--- src/rtl/vend_dispense_ctrl.sv ---
// Dispense sequencer: queues item/nickel/dime jobs and fires one solenoid per job until its sensor confirms.
// Request at edge t fires from cycle t+2 when idle; no backpressure, a request with no free slot is dropped and sets overflow.
module vend_dispense_ctrl #(
  parameter int PULSE_CYC   = 4,
  parameter int GAP_CYC     = 2,
  parameter int TIMEOUT_CYC = 64,
  parameter int QDEPTH      = 8
) (
  input  logic                     clk,
  input  logic                     rst,
  input  logic                     vend_in,
  input  logic                     change_5c_in,
  input  logic                     change_10c_in,
  input  logic                     item_sense,
  input  logic                     coin_sense,
  input  logic                     clear_fault,
  output logic                     item_sol,
  output logic                     coin5_sol,
  output logic                     coin10_sol,
  output logic                     busy,
  output logic                     fault,
  output logic [1:0]               fault_job,
  output logic                     overflow,
  output logic [$clog2(QDEPTH):0]  q_count
);

  localparam int AW = $clog2(QDEPTH);
  localparam int CW = $clog2(PULSE_CYC + GAP_CYC + TIMEOUT_CYC + 1);

  localparam logic [1:0] JOB_ITEM = 2'b01;
  localparam logic [1:0] JOB_N5   = 2'b10;
  localparam logic [1:0] JOB_D10  = 2'b11;

  typedef enum logic [2:0] {S_IDLE, S_FIRE, S_WAIT, S_GAP, S_FAULT} state_t;

  state_t          state_q, state_d;
  logic [1:0]      job_q, job_d;
  logic [CW-1:0]   cnt_q, cnt_d;
  logic            conf_q, conf_d;
  logic [2:0]      sol_q, sol_d;
  logic            ovf_q, ovf_d;
  logic [AW:0]     count_q, count_d;
  logic [AW-1:0]   rd_ptr_q, rd_ptr_d;
  logic [AW-1:0]   wr_ptr_q, wr_ptr_d;
  logic [1:0]      mem_q [QDEPTH];

  logic            pop;
  logic [AW:0]     free_slots;
  logic            acc_item, acc_dime, acc_nick;
  logic [AW-1:0]   p_dime, p_nick;
  logic            sense_ok;

  // A pop this cycle frees its slot before any of this cycle's writes are considered.
  always_comb begin
    pop        = (state_q == S_IDLE) && (count_q != '0);
    free_slots = (AW+1)'(QDEPTH) - count_q + (AW+1)'(pop);
    acc_item   = vend_in && (free_slots != '0);
    acc_dime   = change_10c_in && (free_slots > (AW+1)'(acc_item));
    acc_nick   = change_5c_in &&
                 (free_slots > ((AW+1)'(acc_item) + (AW+1)'(acc_dime)));
    p_dime     = wr_ptr_q + AW'(acc_item);
    p_nick     = p_dime + AW'(acc_dime);
    wr_ptr_d   = p_nick + AW'(acc_nick);
    rd_ptr_d   = rd_ptr_q + AW'(pop);
    count_d    = count_q - (AW+1)'(pop) + (AW+1)'(acc_item)
               + (AW+1)'(acc_dime) + (AW+1)'(acc_nick);
    ovf_d      = ovf_q | (vend_in & ~acc_item) | (change_10c_in & ~acc_dime)
               | (change_5c_in & ~acc_nick);
  end

  always_comb begin
    state_d  = state_q;
    job_d    = job_q;
    cnt_d    = cnt_q;
    conf_d   = conf_q;
    sense_ok = (job_q == JOB_ITEM) ? item_sense : coin_sense;
    case (state_q)
      S_IDLE: begin
        if (pop) begin
          state_d = S_FIRE;
          job_d   = mem_q[rd_ptr_q];
          cnt_d   = '0;
          conf_d  = 1'b0;
        end
      end
      S_FIRE: begin
        if (sense_ok) conf_d = 1'b1;
        if (cnt_q == CW'(PULSE_CYC - 1)) begin
          cnt_d   = '0;
          state_d = (conf_q || sense_ok) ? S_GAP : S_WAIT;
        end else begin
          cnt_d = cnt_q + CW'(1);
        end
      end
      S_WAIT: begin
        if (sense_ok) begin
          state_d = S_GAP;
          cnt_d   = '0;
        end else if (cnt_q == CW'(TIMEOUT_CYC - 1)) begin
          state_d = S_FAULT;
          cnt_d   = '0;
        end else begin
          cnt_d = cnt_q + CW'(1);
        end
      end
      S_GAP: begin
        if (cnt_q == CW'(GAP_CYC - 1)) begin
          state_d = S_IDLE;
          cnt_d   = '0;
        end else begin
          cnt_d = cnt_q + CW'(1);
        end
      end
      S_FAULT: begin
        if (clear_fault) state_d = S_IDLE;
      end
      default: state_d = S_IDLE;
    endcase

    // Solenoids are decoded from next state so they toggle exactly on state entry/exit.
    sol_d = 3'b000;
    if (state_d == S_FIRE) begin
      case (job_d)
        JOB_ITEM: sol_d = 3'b100;
        JOB_N5:   sol_d = 3'b010;
        JOB_D10:  sol_d = 3'b001;
        default:  sol_d = 3'b000;
      endcase
    end
  end

  always_ff @(posedge clk) begin
    if (rst) begin
      state_q  <= S_IDLE;
      job_q    <= 2'b00;
      cnt_q    <= '0;
      conf_q   <= 1'b0;
      sol_q    <= 3'b000;
      ovf_q    <= 1'b0;
      count_q  <= '0;
      rd_ptr_q <= '0;
      wr_ptr_q <= '0;
    end else begin
      state_q  <= state_d;
      job_q    <= job_d;
      cnt_q    <= cnt_d;
      conf_q   <= conf_d;
      sol_q    <= sol_d;
      ovf_q    <= ovf_d;
      count_q  <= count_d;
      rd_ptr_q <= rd_ptr_d;
      wr_ptr_q <= wr_ptr_d;
    end
  end

  always_ff @(posedge clk) begin
    if (acc_item) mem_q[wr_ptr_q] <= JOB_ITEM;
    if (acc_dime) mem_q[p_dime]   <= JOB_D10;
    if (acc_nick) mem_q[p_nick]   <= JOB_N5;
  end

  assign item_sol   = sol_q[2];
  assign coin5_sol  = sol_q[1];
  assign coin10_sol = sol_q[0];
  assign busy       = (state_q != S_IDLE) || (count_q != '0);
  assign fault      = (state_q == S_FAULT);
  assign fault_job  = (state_q == S_FAULT) ? job_q : 2'b00;
  assign overflow   = ovf_q;
  assign q_count    = count_q;

endmodule

--- config.mk ---
export PLATFORM = sky130hd
export DESIGN_NAME = vend_dispense_ctrl
export DESIGN_NICKNAME = d
export VERILOG_FILES = /design/src/rtl/vend_dispense_ctrl.sv
export SDC_FILE = /design/constraint.sdc
export NUM_CORES = 1
export LEC_CHECK = 0
export ABC_AREA = 1
export CAP_MARGIN = 5
export CELL_PAD_IN_SITES_DETAIL_PLACEMENT = 1
export CELL_PAD_IN_SITES_GLOBAL_PLACEMENT = 1
export CORE_ASPECT_RATIO = 0.5
export CORE_MARGIN = 4
export CORE_UTILIZATION = 40
export DETAILED_ROUTE_END_ITERATION = 8
export DONT_BUFFER_PORTS = 1
export GPL_ROUTABILITY_DRIVEN = 1
export PLACE_DENSITY = 0.77
export SETUP_SLACK_MARGIN = 0.05
export SYNTH_ARGS = -nofsm -noshare
export SYNTH_HDL_FRONTEND = slang
export SYNTH_SLANG_ARGS = --single-unit
--- constraint.sdc ---
create_clock -name clk -period 12.7 [get_ports clk]
set_input_delay 2.54 -clock clk [delete_from_list [all_inputs] [get_ports clk]]
set_output_delay 2.54 -clock clk [all_outputs]
set_load 0.05 [all_outputs]
# Yosys cells after proc, flatten, opt, wreduce, memory -nomap -nowiden

Memories as Yosys holds them, arrays and structs flattened. A register that Yosys moved wholly into a read port is not among the register bits.
Index checks and enable logic that the tools add are counted.

Eq/ne operators: 14
Reductions and logical operators: 15
Bitwise gates (word level): 10
Multiplexer cells: 29
Add/sub/neg operators: 12
Magnitude comparators: 2

Operators with widths:

| cell                                           | count |
|---|---|
| 2-to-1 mux 7 bit                               | 5 |
| one-hot mux 7 bit (4 select lines)             | 1 |
| 2-to-1 mux 3 bit                               | 7 |
| adder 4 x 1 -> 4 bit                           | 4 |
| one-hot mux 3 bit (5 select lines)             | 1 |
| adder 3 x 1 -> 3 bit                           | 4 |
| nonzero test 4 bit                             | 3 |
| 2-to-1 mux 1 bit                               | 10 |
| one-hot mux 3 bit (3 select lines)             | 1 |
| adder 7 x 1 -> 7 bit (second input constant)   | 1 |
| == test 7 x 1 -> 1 bit (second input constant) | 1 |
| == test 7 x 2 -> 1 bit (second input constant) | 1 |
| == test 7 x 6 -> 1 bit (second input constant) | 1 |
| == test 3 x 1 -> 1 bit (second input constant) | 2 |
| == test 3 x 2 -> 1 bit (second input constant) | 2 |
| 2-to-1 mux 2 bit                               | 3 |
| == test 2 x 1 -> 1 bit (second input constant) | 2 |
| == test 2 bit (second input constant)          | 2 |
| greater-than comparator 4 x 1 -> 1 bit         | 1 |
| greater-than comparator 4 x 2 -> 1 bit         | 1 |
| logical AND 1 bit                              | 4 |
| inequality test 2 bit (second input constant)  | 2 |
| inverter 1 bit                                 | 4 |
| subtractor 4 x 1 -> 4 bit                      | 1 |
| 13 further kinds                               | 18 |

Output and inout port bits: 12
Bits of input ports: 8
Memories: 1
RAM bits: 16
Bits in registers: 27
Word-level logic and storage cells: 92

Memory list:

| memory | words | width | rd ports | clocked after memory_dff | wr ports | line | RTL |
|---|---|---|---|---|---|---|---|
| mem_q  | 8     | 2     | 1        | 1                        | 3        | 45   | `logic [1:0] mem_q [QDEPTH];` |

# Logic depth before layout (Yosys ltp)

Gate-level depths: netlist of the first run.

Word-level depth: 13
Gate-level depth with buffers: 35

# Worst setup path after synthesis of the first run

No wires, ideal clock.

Path type: input to register
Start: input port vend_in
End: register count_q[2] (netlist: q_count[2])
Setup time: 0.128 ns
Path slack: 6.528 ns
Stages: 24
Data arrival time: 6.045 ns
Cell sequence: buf_1 > nand2_1 > inv_1 > ha_1 > nor2_1 > nor2_1 > nand2_2 > nand2_1 > inv_1 > ha_1 > inv_1 > ha_1 > inv_1 > o21bai_1 > nand2_1 > and2_4 > nor2_4 > inv_1 > fa_1 > inv_1 > ha_1 > fa_1 > xnor2_1 > nor2_1

Cells in the longest elaborated chain, start to end: 7
Elaborated cells between the ends (all ways): 9
Those cells by class: add/sub: 4; order compare: 2; reduce/logical: 3

RTL lines:

| element                                | line | RTL |
|---|---|---|
| start: declaration                     | 11   | `input logic vend_in,` |
| logical AND 1 bit *                    | 57   | `acc_item = vend_in && (free_slots != '0);` |
| greater-than comparator 4 x 1 -> 1 bit | 58   | `acc_dime = change_10c_in && (free_slots > (AW+1)'(acc_item));` |
| logical AND 1 bit                      | 58   |  |
| adder 1 x 1 -> 2 bit                   | 60   | `(free_slots > ((AW+1)'(acc_item) + (AW+1)'(acc_dime)));` |
| greater-than comparator 4 x 2 -> 1 bit | 60   |  |
| logical AND 1 bit                      | 59   | `acc_nick = change_5c_in &&` |
| adder 4 x 1 -> 4 bit *                 | 66   | `+ (AW+1)'(acc_dime) + (AW+1)'(acc_nick);` |
| end signal: assignment                 | 150  | `count_q <= count_d;` |
| end: declaration                       | 42   | `logic [AW:0] count_q, count_d;` |

Every way passes the cells marked *; elsewhere a longest branch is shown, timed or not.
A chain may end at the register's enable or synchronous reset.

# Final worst setup path of the first run

Start: register count_q[2] (netlist: q_count[2])
End: register count_q[2] (netlist: q_count[2])

Cells in the longest elaborated chain, start to end: 11
Elaborated cells between the ends (all ways): 15
Those cells by class: add/sub: 7; order compare: 2; reduce/logical: 6

RTL lines:

| element                                                   | line |
|---|---|
| branches (longest 10 deep; another with subtractor 4 bit) | - |
| adder 4 x 1 -> 4 bit *                                    | 66 |

Every way passes the cells marked *.

==> flow_summary_export.csv, run 1 <==
group,metric,value,unit
worst_setup_path,timing.critical_path.from_type,"flop",
synthesis,mappedNetlistArea,2790,um^2
power,switching_power,0.478,mW
synthesis,synth_common_cells,"nand2_1 (104), inv_1 (72), nand3_1 (57), nor2_1 (54), dfxtp_1 (43)",
final_layout,nets,460,
drt,drcViolationCount,0,
drt,vias,2616,
floorplanning,die_h,67.1,um
synthesis,syn-num-nets,458,
timing,post-route-min-period,6.12,ns
power,power_switching_share,50.6,%
power,vdd_drop_max,0.0939,mV
power,p_int,0.468,mW
floorplanning,die_width,126,um
final_layout,diodes,0,
synthesis,yosys.area.top_type,"dfxtp_1",
clock_tree,cts_buffers,5,
timing,final-hold-violation-count,0,
timing,final.setup_skew,0.00394,ns
power,pwr_density_cell,311,nW/um^2
synthesis,async_flop_share,0,%
drt,routed_wl,7680,um
power,clkPwrFrac,15.3,%
clock_tree,ctsResizeCount,0,
synthesis,ys_warn_count,0,
worst_setup_path,critPathArrivalTime,6.30,ns
timing,max_slew_margin,34.3,%
clock_tree,clock_tree.root_cell,"clkbuf_16",
synthesis,yosysTopAreaCellShare,30.8,%
timing,max_freq,164,MHz
timing,drv_slew,0,
global_route,overflow,0,
floorplanning,io_pins,20,
clock_tree,htreeDepth,2,
timing,setup_violations,0,
clock_tree,hold_buffers,0,
clock_tree,cts.sinks,43,
placed_design,place_congestion,0.805,
synthesis,synth-seq-area-share,30.8,%
synthesis,synth_area_leaders,"dfxtp_1 (31%), nand2_1 (14%), ha_1 (11%), nand3_1 (10%), inv_1 (9.7%)",
clock_tree,clk_pin_slew,0.06,ns
placed_design,dp_hpwl,6030,um
timing,rsz0062_at_grt,"no",
worst_setup_path,crit_path_end_kind,"flop",
worst_setup_path,crit_path_max_fanout,10,
clock_tree,cts_setup_buffers,0,
worst_setup_path,cp_slowest_stage_delay,0.67,ns
power,p_comb_share,57.9,%
clock_tree,clock_latency,0.29,ns
placed_design,portBuffers,0,
floorplanning,die-area,8460,um^2
global_route,grt_pass1_vias,2854,
drt,antenna_left,0,
floorplanning,placementRows,21,
global_route,grt_max_degree,19,
drt,vias_per_cell,5.05,
final_layout,area_growth_syn_to_layout,9.10,%
power,leakage,1.57,nW
power,seqPwrFrac,26.8,%
worst_setup_path,setup.worst_path.class,"reg -> reg",
synthesis,syn_avg_cell_area,6.58,um^2
worst_setup_path,cp_slowest_cell,"dfxtp_1",
outcome,status,"finished clean",
drt,drt-pass1-iter-count,4,
worst_setup_path,crit_required,12.88,ns
synthesis,ys_ff_latch,43,
global_route,grt_pass1_wl,13500,um
drt,wl_per_cell,14.8,um
clock_tree,cts_tree,"built",
clock_tree,cts_buffer_depth,2,
synthesis,synth.most_common_cell,"nand2_1",
timing,worstMarginPinSlew,0.981,ns
synthesis,synthCells,424,
global_route,grt_use_total,20.2,%
floorplanning,start_util,41.5,%
synthesis,synth-edff-count,0,
drt,drtIter0Drc,129,
synthesis,yosys.cell_types.count,28,
floorplanning,core,6730,um^2
global_route,antenna_found_initial,0,
timing,hold_slack,0.469,ns
synthesis,synth_flop_cell,"dfxtp_1",
worst_hold_path,hold_class,"reg -> reg",
final_layout,drive_gt1_share,8.92,%
timing,finalCritPeriodShare,48.2,%
timing,timing.setup.tns,0,ns
job,cap_violations,0,
## metrics by stage
stage / std cells / instance area, um^2 / power, mW / worst slack (ns) / util (%)
2_1_floorplan: 424 / 2790 / 0.666 / 6.53 / -
3_3_place_gp: 511 / 2890 / 0.751 / 6.67 / 42.9
3_5_place_dp: 511 / 2890 / 0.803 / 6.43 / 42.9
4_1_cts: 518 / 3050 / 0.957 / 6.54 / 45.3
5_1_grt: 518 / 3050 / 1.05 / 6.15 / 45.3
6_report: 518 / 3050 / 0.946 / 6.58 / 45.3
## cell families after synthesis
group | Yosys count | share of synthesized area, %
simple gates | 243 | 38.8
xor+xnor | 8 | 3.18
compound gates | 17 | 3.23
flops | 43 | 30.8
fa+ha+maj | 26 | 12.2
buf+inv | 87 | 11.7
## layer usage
metal | global-route usage, % | vias up | part of all wire, %
met5 | 0 | - | 0
met4 | 6.82 | 0 | 1.5
met3 | 4.00 | 14 | 2.5
met2 | 40.2 | 22 | 53
met1 | 21.7 | 1272 | 43
li1 | - | 1308 | -
## worst paths after layout
check               endpoint  cells after the start  slack (ns)  startpoint
hold / removal      cnt_q[5]                      2        0.47    cnt_q[5]
setup reg to reg  q_count[2]                     33        6.58  q_count[2]
hold reg to reg     cnt_q[5]                      2        0.47    cnt_q[5]
setup / recovery  q_count[2]                     33        6.58  q_count[2]
## placed cells by master, fill, tap and decap left out, drive strengths merged
| cell | synthesis | final |
|---|---|---|
| a21oi | 10 | 10 |
| a31oi | 2 | 2 |
| and2 | 1 | 1 |
| bufinv | 0 | 1 |
| clkbuf | 2 | 6 |
| clkinv | 1 | 1 |
| dfxtp | 43 | 43 |
| fa | 2 | 2 |
| ha | 24 | 24 |
| inv | 81 | 81 |
| nand2 | 112 | 112 |
| nand3 | 59 | 59 |
| nand3b | 1 | 1 |
| nor2 | 64 | 64 |
| nor3 | 5 | 5 |
| o21ai | 4 | 4 |
| o21bai | 1 | 1 |
| or2 | 1 | 1 |
| xnor2 | 3 | 3 |
| xor2 | 5 | 5 |
## power groups by stage
stage	clock (mW)	combinational, mW	sequential (mW)
floorplan	0	0.423	0.244
global placement	0	0.497	0.254
detailed placement	0	0.548	0.256
CTS	0.147	0.556	0.254
global route	0.152	0.642	0.260
finish	0.145	0.548	0.253
## critical path, delay by kind of cell, from the launching register on
family          cells  cell delay [ns]
fa+ha+maj           9             2.48
simple gates       13             1.78
buf+inv             8             0.69
xor+xnor            2             0.26
flops               1             0.67
compound gates      1             0.14
## cell type report
| type | instances | area [um^2] |
|---|---|---|
| fillers | 922 | 3680 |
| multi-input cells | 294 | 1600 |
| flip-flops and latches | 43 | 861 |
| inverters | 82 | 308 |
| clock buffers | 6 | 129 |
| well taps | 92 | 115 |
| clock inverters | 1 | 30.0 |
## flip-flops by register name, indices dropped and copies added (netlist names)
register  cells
mem_q        16
cnt_q         7
q_count       4
rd_ptr_q      3
sol_q         3
state_q       3
wr_ptr_q      3
job_q         2
conf_q        1
overflow      1
(Power assumes the default switching activity.)
==> inputs of run 2 (changes only) <==
==> constraint.sdc (replaced) <==
create_clock -name clk -period 6.1 [get_ports clk]
set_input_delay 1.22 -clock clk [delete_from_list [all_inputs] [get_ports clk]]
set_output_delay 1.22 -clock clk [all_outputs]
set_load 0.05 [all_outputs]
==> flow_summary_export.csv, run 2 (synthesized netlist as in run 1, its figures left out) <==
group,metric,value,unit
outcome,status,"finished clean",
worst_setup_path,crit_path_max_fanout,9,
worst_setup_path,ff2ff_path_depth,34,
drt,drt-pass1-iter-count,4,
final_layout,nets,465,
final_layout,drive_gt1_share,10.4,%
floorplanning,io_pins,20,
worst_setup_path,cp_slowest_cell,"fa_1",
final_layout,multi_input_area,1600,um^2
floorplanning,start_util,41.5,%
floorplanning,placementRows,21,
worst_hold_path,min_from,"cnt_q[5]",
clock_tree,ctsResizeCount,0,
power,pwr_density_cell,647,nW/um^2
clock_tree,htreeDepth,2,
timing,timing.setup.tns,0,ns
timing,worst_slack,0.566,ns
timing,drv_slew,0,
worst_hold_path,holdPathEnd,"cnt_q[5]",
floorplanning,die_h,67.1,um
timing,max_freq,181,MHz
timing,post-route-min-period,5.53,ns
global_route,antenna_found_initial,0,
floorplanning,die-area,8460,um^2
timing,finalCritPeriodShare,90.7,%
placed_design,dp_hpwl,6010,um
clock_tree,cts_buffer_depth,2,
final_layout,final_cell_mix,"nand2_1 (104), inv_1 (72), nand3_1 (57), nor2_1 (54), dfxtp_1 (43)",
worst_setup_path,ff2ff_setup_slack,0.57,ns
worst_setup_path,timing.critical_path.from_type,"flop",
worst_hold_path,hold_class,"reg -> reg",
clock_tree,clock_tree.root_cell,"clkbuf_16",
clock_tree,clock_latency,0.29,ns
drt,routed_wl,7510,um
timing,worstMarginPinSlew,0.990,ns
final_layout,top_register,"mem_q",
worst_setup_path,crit_required,6.28,ns
worst_setup_path,cp_slowest_stage_delay,0.49,ns
worst_hold_path,min_path_cells,2,
drt,vias,2605,
clock_tree,hold_buffers,0,
placed_design,place_congestion,0.847,
drt,antenna_left,0,
drt,drcViolationCount,0,
timing,max_slew_margin,33.7,%
worst_setup_path,crit_path_end_kind,"flop",
power,leakage,1.61,nW
final_layout,ff_latch_area,861,um^2
worst_setup_path,setup.worst_path.class,"reg -> reg",
clock_tree,clk_pin_slew,0.06,ns
timing,rsz0062_at_grt,"no",
placed_design,portBuffers,0,
timing,setup_violations,0,
clock_tree,cts.sinks,43,
final_layout,diodes,0,
clock_tree,cts_setup_buffers,0,
drt,vias_per_cell,4.97,
power,vdd_drop_max,0.164,mV
worst_setup_path,r2r-end,"q_count[2]",
timing,final.setup_skew,0.00737,ns
global_route,grt_use_total,18.8,%
global_route,grt_pass1_vias,2576,
job,cap_violations,0,
final_layout,area_growth_syn_to_layout,10.8,%
worst_setup_path,critical_path.reg2reg.startpoint,"q_count[3]",
drt,wl_per_cell,14.3,um
global_route,grt_max_degree,19,
timing,final-hold-violation-count,0,
clock_tree,cts_buffers,5,
placed_design,dpl_worst_slack,0.407,ns
floorplanning,core,6730,um^2
floorplanning,die_width,126,um
clock_tree,cts_tree,"built",
final_layout,n_fill_cell,898,
drt,drtIter0Drc,155,
worst_setup_path,critPathArrivalTime,5.72,ns
global_route,overflow,0,
final_layout,largest_register_ffs,16,
global_route,grt_pass1_wl,12400,um
final_layout,final_common_cell,"nand2_1",
## run 2: cell count changes in the layout (fill, tap and decap cells not counted), sizes merged
| cell | change |
|---|---|
| clkinv | +2 |
| clkbuf | -1 |
| buf | +5 |
## run 2: final cells by class
| type | instances | area share [%] |
|---|---|---|
| multi-input cells | 294 | 51.8 |
| clock buffers | 5 | 4.05 |
| clock inverters | 3 | 1.42 |
| well taps | 92 | 3.72 |
| flip-flops and latches | 43 | 27.8 |
| repair buffers | 5 | 1.21 |
| inverters | 82 | 9.95 |
## run 2: report_power, final
group	switching (mW)	total [mW]	internal, mW	leakage, nW
clock	0.118	0.311	0.193	0.0838
combinational	0.787	1.21	0.423	1.17
sequential	0.0964	0.480	0.384	0.356
## run 2: worst max-delay path, delay by kind of cell (launching register included)
kind                     cells  cell delay, ns
AO/OA/AOI/OAI                1            0.13
XOR/XNOR                     2            0.27
adder cells (fa/ha/maj)      9            2.39
buffers and inverters        9            0.75
flip-flops                   1            0.31
AND/OR/NAND/NOR             13            1.57
## run 2: worst max-delay path by stage
stage / slack, ns / startpoint / to / cells after the start
3_5_place_dp: 0.41 / q_count[3] / q_count[2] / 34
2_1_floorplan: 0.70 / q_count[2] / q_count[2] / 31
4_1_cts: 0.39 / q_count[3] / q_count[2] / 34
3_3_place_gp: 0.77 / q_count[3] / q_count[2] / 32
6_report: 0.57 / q_count[3] / q_count[2] / 34
5_1_grt: 0.18 / q_count[3] / q_count[2] / 34
## run 2: per-layer routing
metal / track usage (%) / share of wire, % / up-vias
met3: 4.00 / 2.5 / 11
met2: 35.2 / 51 / 25
met4: 5.35 / 1.4 / 0
met1: 22.0 / 46 / 1256
met5: 0 / 0 / -
li1: - / - / 1313
## run 2: stage by stage
| step | utilization (%) | instances | cell area, um^2 | power [mW] | hold WS (ns) |
|---|---|---|---|---|---|
| 6_report | 46.0 | 524 | 3090 | 2.00 | 0.467 |
| 5_1_grt | 46.0 | 524 | 3090 | 2.21 | 0.493 |
| 4_1_cts | 45.9 | 523 | 3090 | 2.01 | 0.466 |
| 3_5_place_dp | 43.4 | 515 | 2920 | 1.68 | 0.456 |
| 3_3_place_gp | 43.4 | 515 | 2920 | 1.59 | 0.447 |
| 2_1_floorplan | - | 424 | 2790 | 1.39 | 0.442 |
==> inputs of run 3 (changes only) <==
--- a/config.mk
+++ b/config.mk
@@ -10,12 +10,12 @@
 export CELL_PAD_IN_SITES_DETAIL_PLACEMENT = 1
 export CELL_PAD_IN_SITES_GLOBAL_PLACEMENT = 1
 export CORE_ASPECT_RATIO = 0.5
-export CORE_MARGIN = 4
+export CORE_MARGIN = 1.5
 export CORE_UTILIZATION = 40
 export DETAILED_ROUTE_END_ITERATION = 8
 export DONT_BUFFER_PORTS = 1
 export GPL_ROUTABILITY_DRIVEN = 1
-export PLACE_DENSITY = 0.77
+export PLACE_DENSITY = 0.8
 export SETUP_SLACK_MARGIN = 0.05
 export SYNTH_ARGS = -nofsm -noshare
 export SYNTH_HDL_FRONTEND = slang
==> constraint.sdc (replaced) <==
create_clock -name clk -period 4.9 [get_ports clk]
set_input_delay 0.98 -clock clk [delete_from_list [all_inputs] [get_ports clk]]
set_output_delay 0.98 -clock clk [all_outputs]
set_load 0.05 [all_outputs]
==> flow_summary_export.csv, run 3 (synthesized netlist as in run 1, its figures left out) <==
group,metric,value,unit
timing,final-hold-violation-count,0,
clock_tree,clk_pin_slew,0.06,ns
drt,routed_wl,8540,um
worst_setup_path,ff2ff_path_depth,33,
placed_design,dpl_worst_slack,-0.120,ns
final_layout,top_register,"mem_q",
placed_design,dp_hpwl,5960,um
floorplanning,die-area,7520,um^2
power,p_total,2.95,mW
drt,drt-pass1-iter-count,4,
floorplanning,die_width,121,um
final_layout,largest_register_ffs,16,
worst_setup_path,path_common_cell,"ha_4",
global_route,antenna_found_initial,0,
global_route,grt_pass1_vias,2738,
power,leakage,1.69,nW
worst_setup_path,crit_family,"adder cells",
floorplanning,start_util,41.5,%
final_layout,diodes,0,
placed_design,placed_cells,518,
clock_tree,cts_buffers,5,
worst_setup_path,crit_path_max_fanout,3,
power,pwr_density_cell,883,nW/um^2
global_route,grt_pass1_wl,12900,um
drt,drcViolationCount,0,
final_layout,final_common_cell,"nand2_1",
floorplanning,io_pins,20,
drt,antenna_left,0,
floorplanning,die_h,62.1,um
job,cap_violations,0,
worst_hold_path,hold_class,"reg -> reg",
floorplanning,core,6730,um^2
placed_design,portBuffers,0,
clock_tree,clock_latency,0.30,ns
timing,post-route-min-period,4.74,ns
worst_setup_path,critPathArrivalTime,4.98,ns
drt,drtIter0Drc,99,
timing,max_freq,211,MHz
final_layout,nets,478,
clock_tree,cts_buffer_depth,2,
clock_tree,cts_tree,"built",
worst_setup_path,setup.worst_path.class,"reg -> reg",
placed_design,place_congestion,0.859,
worst_hold_path,holdPathEnd,"cnt_q[5]",
final_layout,stdcell_count,537,
outcome,status,"finished clean",
global_route,overflow,0,
global_route,grt_max_degree,19,
clock_tree,cts.sinks,43,
worst_setup_path,r2r-end,"q_count[1]",
power,vdd_drop_max,0.255,mV
timing,max_slew_margin,34.3,%
drt,wl_per_cell,15.9,um
worst_setup_path,crit_required,5.14,ns
floorplanning,placementRows,21,
final_layout,area_growth_syn_to_layout,19.7,%
timing,final.setup_skew,0.00547,ns
clock_tree,htreeDepth,2,
worst_hold_path,min_path_cells,2,
drt,vias_per_cell,5.05,
global_route,grt_use_total,22.9,%
final_layout,final_cell_mix,"nand2_1 (101), inv_1 (66), nand3_1 (57), nor2_1 (50), dfxtp_1 (37)",
clock_tree,hold_buffers,0,
worst_setup_path,critical_path.reg2reg.startpoint,"q_count[2]",
timing,finalCritPeriodShare,96.8,%
timing,drv_slew,0,
worst_setup_path,cp_slowest_stage_delay,0.57,ns
clock_tree,clock_tree.root_cell,"clkbuf_16",
worst_setup_path,crit_path_end_kind,"flop",
drt,vias,2714,
timing,setup_violations,0,
final_layout,drive_gt1_share,19.3,%
timing,worst_slack,0.155,ns
worst_setup_path,cp_num_buf_inv,9,
worst_setup_path,ff2ff_setup_slack,0.16,ns
worst_setup_path,cp_slowest_cell,"fa_2",
worst_hold_path,min_from,"cnt_q[5]",
timing,worstMarginPinSlew,0.982,ns
worst_setup_path,timing.critical_path.from_type,"flop",
[run 3: cell types whose count changed in the layout (fill, tap and decap cells not counted), moves of 3 or more]
cell	before	now
buf_4	5	18
ha_1	24	17
dfxtp_1	43	37
ha_4	0	6
inv_1	72	66
inv_2	9	14
dfxtp_2	0	4
nor2_1	54	50
nand2_1	104	101
nand2_4	2	5
[run 3: worst max-delay path by stage]
stage | to | cells after the start | from
after detailed placement | q_count[1] | 31 | q_count[2]
after global routing | q_count[1] | 34 | state_q[1]
after global placement | q_count[1] | 31 | q_count[3]
after CTS | q_count[1] | 31 | q_count[2]
after floorplan | q_count[1] | 31 | q_count[2]
final | q_count[1] | 33 | q_count[2]
[run 3: layout make-up]
cell class | instances | area (um^2)
inverters | 82 | 310
clock inverters | 2 | 35.0
clock buffers | 6 | 139
fillers | 898 | 3390
flip-flops and latches | 43 | 873
repair buffers | 18 | 135
multi-input cells | 294 | 1730
well taps | 92 | 115
[run 3: where the power goes]
part | internal, mW | switching [mW]
Sequential | 0.485 | 0.135
Clock | 0.254 | 0.149
Combinational | 0.765 | 1.16
[run 3: through the flow]
stage / cell area [um^2] / hold WS (ns) / util, % / TNS [ns]
CTS: 3220 / 0.483 / 47.9 / 0
finish: 3340 / 0.479 / 49.7 / 0
detailed placement: 3000 / 0.467 / 44.7 / -0.206
global route: 3340 / 0.504 / 49.7 / -0.0220
floorplan: 2860 / 0.442 / - / 0
global placement: 3000 / 0.450 / 44.7 / 0
[run 3: what timing repair did]
item,in CTS,in global routing
resized for setup,0,18
pin swaps,4,9
setup buffers,6,5
endpoints found under the setup margin,3,3
[run 3: tightest hold or removal path: stages, from the launching register on]
cell,delay [ns]
dfxtp_1,0.31
nand2_1,0.07
a21oi_1,0.06
[run 3: layer usage]
| layer | GRT usage, % | share of wire, % | up-vias |
|---|---|---|---|
| li1 | - | - | 1345 |
| met1 | 25.1 | 42 | 1303 |
| met2 | 43.6 | 52 | 44 |
| met3 | 5.47 | 2.9 | 22 |
| met4 | 11.4 | 3.0 | 0 |
| met5 | 0 | 0 | - |
